$ cat src/rtl/pd_pkg.sv
// Shared types and reset-time configuration for the pattern detection controller.
package pd_pkg;

  typedef enum logic [1:0] {
    IDLE = 2'd0,
    RUN  = 2'd1,
    DONE = 2'd2
  } state_t;

  localparam int   PD_MAX_LEN  = 8;
  localparam int   RST_PATTERN = 'b1010;
  localparam int   RST_LEN     = 4;
  localparam logic RST_OVERLAP = 1'b1;

endpackage

$ cat src/rtl/pattern_detect_ctrl_core.sv
// History shift register, fill counter and length-masked compare for one serial pattern.
module pattern_match_core
  import pd_pkg::*;
#(
  parameter int MAX_LEN = PD_MAX_LEN,
  parameter int LEN_W   = 4
) (
  input  logic               clk,
  input  logic               rst,
  input  logic               shift_en,
  input  logic               in_bit,
  input  logic               clr,
  input  logic [MAX_LEN-1:0] pattern,
  input  logic [LEN_W-1:0]   len,
  output logic               hit
);

  logic [MAX_LEN-2:0] hist_q, hist_d;
  logic [LEN_W-1:0]   fill_q, fill_d;
  logic [MAX_LEN-1:0] window;
  logic [MAX_LEN-1:0] mask;

  // The incoming bit completes the window, so a hit needs only len-1 bits of prior history.
  always_comb begin
    window = {hist_q, in_bit};
    for (int i = 0; i < MAX_LEN; i++) begin
      mask[i] = (i < int'(len));
    end
    hit = shift_en && (fill_q >= (len - LEN_W'(1))) &&
          ((window & mask) == (pattern & mask));
  end

  always_comb begin
    hist_d = hist_q;
    fill_d = fill_q;
    if (clr) begin
      hist_d = '0;
      fill_d = '0;
    end else if (shift_en) begin
      hist_d = window[MAX_LEN-2:0];
      if (fill_q < len) begin
        fill_d = fill_q + LEN_W'(1);
      end
    end
  end

  always_ff @(posedge clk) begin
    if (rst) begin
      hist_q <= '0;
      fill_q <= '0;
    end else begin
      hist_q <= hist_d;
      fill_q <= fill_d;
    end
  end

endmodule

$ cat src/rtl/pattern_detect_ctrl.sv
// Run controller: configuration registers, run FSM, beat window and saturating match counter.
module pattern_detect_ctrl
  import pd_pkg::*;
#(
  parameter int MAX_LEN = PD_MAX_LEN,
  parameter int LEN_W   = 4,
  parameter int CNT_W   = 8,
  parameter int WIN_W   = 16
) (
  input  logic               clk,
  input  logic               rst,
  input  logic               cfg_we,
  input  logic [MAX_LEN-1:0] cfg_pattern,
  input  logic [LEN_W-1:0]   cfg_len,
  input  logic               cfg_overlap,
  output logic               cfg_err,
  input  logic               start,
  input  logic               abort,
  input  logic [WIN_W-1:0]   win_len,
  input  logic               in_valid,
  input  logic               in_bit,
  output logic               in_ready,
  output logic               match,
  output logic [CNT_W-1:0]   match_cnt,
  output logic               busy,
  output logic               done
);

  state_t             state_q, state_d;
  logic [MAX_LEN-1:0] pat_q, pat_d;
  logic [LEN_W-1:0]   len_q, len_d;
  logic               ovl_q, ovl_d;
  logic [CNT_W-1:0]   cnt_q, cnt_d;
  logic [WIN_W-1:0]   beats_q, beats_d;
  logic [WIN_W-1:0]   win_q, win_d;
  logic               cfg_err_q, cfg_err_d;

  logic beat, hit, start_run, cfg_ok, last_beat, core_clr;

  assign in_ready  = (state_q == RUN);
  assign busy      = (state_q == RUN);
  assign done      = (state_q == DONE);
  assign match     = hit;
  assign match_cnt = cnt_q;
  assign cfg_err   = cfg_err_q;

  assign beat      = in_valid & in_ready;
  assign start_run = (state_q != RUN) & start & ~abort;
  assign cfg_ok    = (state_q != RUN) && (cfg_len != '0) && (cfg_len <= LEN_W'(MAX_LEN));
  assign last_beat = beat && (win_q != '0) && (beats_q == win_q - WIN_W'(1));
  // Non-overlap mode forgets the bits of a match so they cannot seed the next one.
  assign core_clr  = start_run | (hit & ~ovl_q);

  pattern_match_core #(
    .MAX_LEN (MAX_LEN),
    .LEN_W   (LEN_W)
  ) u_core (
    .clk      (clk),
    .rst      (rst),
    .shift_en (beat),
    .in_bit   (in_bit),
    .clr      (core_clr),
    .pattern  (pat_q),
    .len      (len_q),
    .hit      (hit)
  );

  always_comb begin
    state_d   = state_q;
    pat_d     = pat_q;
    len_d     = len_q;
    ovl_d     = ovl_q;
    cnt_d     = cnt_q;
    beats_d   = beats_q;
    win_d     = win_q;
    cfg_err_d = cfg_we & ~cfg_ok;

    if (cfg_we && cfg_ok) begin
      pat_d = cfg_pattern;
      len_d = cfg_len;
      ovl_d = cfg_overlap;
    end

    if (beat) begin
      beats_d = beats_q + WIN_W'(1);
    end
    if (hit && (cnt_q != '1)) begin
      cnt_d = cnt_q + CNT_W'(1);
    end

    unique case (state_q)
      IDLE, DONE: begin
        if (start_run) begin
          state_d = RUN;
          cnt_d   = '0;
          beats_d = '0;
          win_d   = win_len;
        end
      end
      RUN: begin
        if (abort) begin
          state_d = IDLE;
        end else if (last_beat) begin
          state_d = DONE;
        end
      end
      default: state_d = IDLE;
    endcase
  end

  always_ff @(posedge clk) begin
    if (rst) begin
      state_q   <= IDLE;
      pat_q     <= MAX_LEN'(RST_PATTERN);
      len_q     <= LEN_W'(RST_LEN);
      ovl_q     <= RST_OVERLAP;
      cnt_q     <= '0;
      beats_q   <= '0;
      win_q     <= '0;
      cfg_err_q <= 1'b0;
    end else begin
      state_q   <= state_d;
      pat_q     <= pat_d;
      len_q     <= len_d;
      ovl_q     <= ovl_d;
      cnt_q     <= cnt_d;
      beats_q   <= beats_d;
      win_q     <= win_d;
      cfg_err_q <= cfg_err_d;
    end
  end

endmodule

$ cat config.mk
export PLATFORM = sky130hd
export DESIGN_NAME = pattern_detect_ctrl
export DESIGN_NICKNAME = d
export VERILOG_FILES = /design/src/rtl/pd_pkg.sv /design/src/rtl/pattern_detect_ctrl_core.sv /design/src/rtl/pattern_detect_ctrl.sv
export SDC_FILE = /design/constraint.sdc
export NUM_CORES = 1
export LEC_CHECK = 0
export BUFFER_PORTS_ARGS = -buffer_cell sky130_fd_sc_hd__buf_4
export CAP_MARGIN = 0
export CORE_ASPECT_RATIO = 1.5
export CORE_MARGIN = 10
export CORE_UTILIZATION = 25
export DETAILED_ROUTE_END_ITERATION = 8
export HOLD_SLACK_MARGIN = 0.06
export PLACE_DENSITY = 0.42
export SYNTH_ARGS = -nofsm -noshare
export SYNTH_HDL_FRONTEND = slang
export SYNTH_HIERARCHICAL = 1
export SYNTH_SLANG_ARGS = --single-unit
$ cat constraint.sdc
create_clock -name clk -period 3.9 [get_ports clk]
set_input_delay 0.195 -clock clk [delete_from_list [all_inputs] [get_ports clk]]
set_output_delay 0.195 -clock clk [all_outputs]
set_load 0.02 [all_outputs]
==> impl_metrics.ini <==
[cts]
post_cts_resized = 0
cts_root_buffer = clkbuf_16
hold_buffers = 0
clock_sinks = 67
cts-buffers-inserted = 9
clock_latency_ns = 0.33
path_clk_slew_ns = 0.06
ctsLongestPathBuffers = 2
cts_tree = built
cts_setup_buffers = 0
h-tree-depth = 3

[power_and_ir_drop]
power.share.switching = 0.250
p_comb_frac = 0.123
clock_power_share = 0.461
seqPwrFrac = 0.416
powerDensity_nw_per_um2 = 394
p_int_mw = 1.31
p_sw_mw = 0.438
max-vdd-ir-drop_mv = 0.173
p_leak_nw = 1.84
finalPower_mw = 1.75

[setup_path]
cp_cell_sequence = inv_1 -> ha_1 -> xnor2_1 -> ha_1 -> o21ai_0 -> a21oi_1 -> o221ai_1 -> a211oi_1 -> inv_1 -> nor2_1 -> nand4_1 -> or3_1 -> a21oi_1
crit_path_max_fanout = 6
cp_data_required_time_ns = 4.15
crit_arrival_ns = 3.33
critPathLaunchType = register
critical_path_class = register to register
critPathMaxStageDelay_ns = 0.44
slowest_stage = dfxtp_1
end_kind = register

[floorplan]
core.rowCount = 54
initial_core_util = 0.253
dieArea_um2 = 20000
ios = 49
die_w_um = 119
core_um2 = 14500
die_h_um = 168

[sta]
finalCritPeriodShare = 0.790
finalClockSkew_ns = 0.00339
max_freq_ghz = 0.324
setup_viol = 0
relSlewSlack = 0.265
hold_ws_ns = 0.0909
slew_viol_final = 0
period_needed_ns = 3.08
finalHoldViolations = 0
tightest_slew_ns = 1.10
tns_ns = 0
rsz0062_at_grt = no

[routing]
first_pass_iters = 4
vias_per_cell = 4.51
drc = 0
wl_met2_mm = 4.89
routed_wl_mm = 9.44
ant_nets = 0
dr_wl_met3_um = 424
topRoutingLayerUsed = met4
dr_total_vias = 3035
wl_met1_mm = 3.86
drtIter0Drc = 92
wl_per_cell_um = 14.0

[layout]
multiInputGateArea_um2 = 2150
instances_no_fill = 673
postLayoutCellArea_um2 = 4440
insertedDiodeCount = 0
fill_cells = 1541
drive_gt1_frac = 0.168
nets = 524
seq_area_um2 = 1340
area_growth_pct = 21.5

[synthesis]
yosys-top-cells-area = dfxtp_1 (37%), xor2_1 (6.9%), nor2_1 (5.7%)
yosys.area.top_type = dfxtp_1
ys_ff_latch = 67
yosys_warnings = 6
synth_top_area_frac = 0.367
synth_area_um2 = 3660
async_flop_share = 0
synthCells = 431
ys_seq_area_frac = 0.367
synthTopCellsByCount = dfxtp_1 (67), nor2_1 (56), nand2_1 (54)
ys_types = 57
ys.flop_type = dfxtp_1
postSynthNetCount = 483
syn_avg_cell_area_um2 = 8.49
synth_edf_count = 0
synth.most_common_cell = dfxtp_1

[global_route]
grt_pass1_vias = 3069
grt_pass1_wl_mm = 15.6
grt_max_degree = 36
grt_usage = 0.0977
antenna_found_initial = 0
overflow = 0

[placed_design]
gp_congestion = 0.782
io_buffers = 48
dp_hpwl_mm = 7.23
placedCellCount = 657
postPlaceCellArea_um2 = 4150

[worst_hold_path]
min_path_type = input port to register

[status]
status = complete, no violations

[flow_run]
cap_violations = 0
## metrics by stage
step           setup slack (ns)  utilization
3_5_place_dp              0.830        0.287
4_1_cts                   0.800        0.307
2_1_floorplan             0.389            -
6_report                  0.817        0.307
3_3_place_gp              0.986        0.287
5_1_grt                   0.491        0.307
## layout make-up
class	count	share of cell area
clock buffers	10	0.0538
clock inverters	6	0.0124
inverters	11	0.00929
multi-input cells	333	0.483
flip-flops and latches	67	0.302
well taps	196	0.0552
repair buffers	50	0.0845
## path summary, 6_finish.rpt
kind	from	endpoint	slack, ns	cells after the start
min reg2reg	ovl_q	ovl_q	0.47	1
max	len_q[0]	match_cnt[5]	0.82	13
max reg2reg	len_q[0]	match_cnt[5]	0.82	13
min	cfg_pattern[4]	pat_q[4]	0.09	3
## layout by cell type, fill, tap and decap left out, drive strengths merged, types with 5 or more instances in the layout
master	Yosys	layout
nor2	56	56
inv	11	11
o21ai	14	14
clkinv	0	5
xnor2	21	21
clkbuf	10	10
nor2b	5	5
nand4	6	6
a21oi	27	27
and3	13	13
nand2	54	54
nand3	10	10
buf	9	50
xor2	29	29
a211o	5	5
mux2i	19	19
ha	16	16
nor3	8	8
dfxtp	67	67
## critical path: cells and delay by family (launching register included)
family                     cells  cell delay (ns)
DFF                            1             0.44
buffers and inverters          2             0.20
xor gates and xnor gates       1             0.13
AOI/OAI and AO/OA              5             0.82
and+or+nand+nor                3             0.89
adders and majority gates      2             0.52
## sequential cells by signal (all words and copies together), names as in the netlist
register / flops
ovl_q: 1
cfg_err: 1
win_q: 16
beats_q: 16
state_q: 2
pat_q: 8
u_core/hist_q: 7
u_core/fill_q: 4
match_cnt: 8
len_q: 4
## cells by family after synthesis
kind of cell             after synthesis  share of synthesized area
AND/OR/NAND/NOR                      182                      0.248
adder cells (fa/ha/maj)               16                     0.0547
flip-flops                            67                      0.367
multiplexers                          20                     0.0551
XOR/XNOR                              50                      0.120
AO/OA/AOI/OAI                         65                      0.109
buffers and inverters                 31                     0.0465
## power by group through the flow
stage | Combinational, mW | Clock (mW) | Sequential (mW)
after floorplan | 0.155 | 0 | 0.735
after global placement | 0.217 | 0 | 0.743
after detailed placement | 0.217 | 0 | 0.743
after CTS | 0.219 | 0.836 | 0.728
after global routing | 0.242 | 0.867 | 0.731
final | 0.216 | 0.808 | 0.728
## per-layer routing
layer / up-vias / global-route usage
met4: 0 / 0.0538
met1: 1394 / 0.100
li1: 1560 / -
met2: 65 / 0.177
met3: 16 / 0.0238
met5: - / 0
Note: power is estimated with default switching activity, not from simulation.
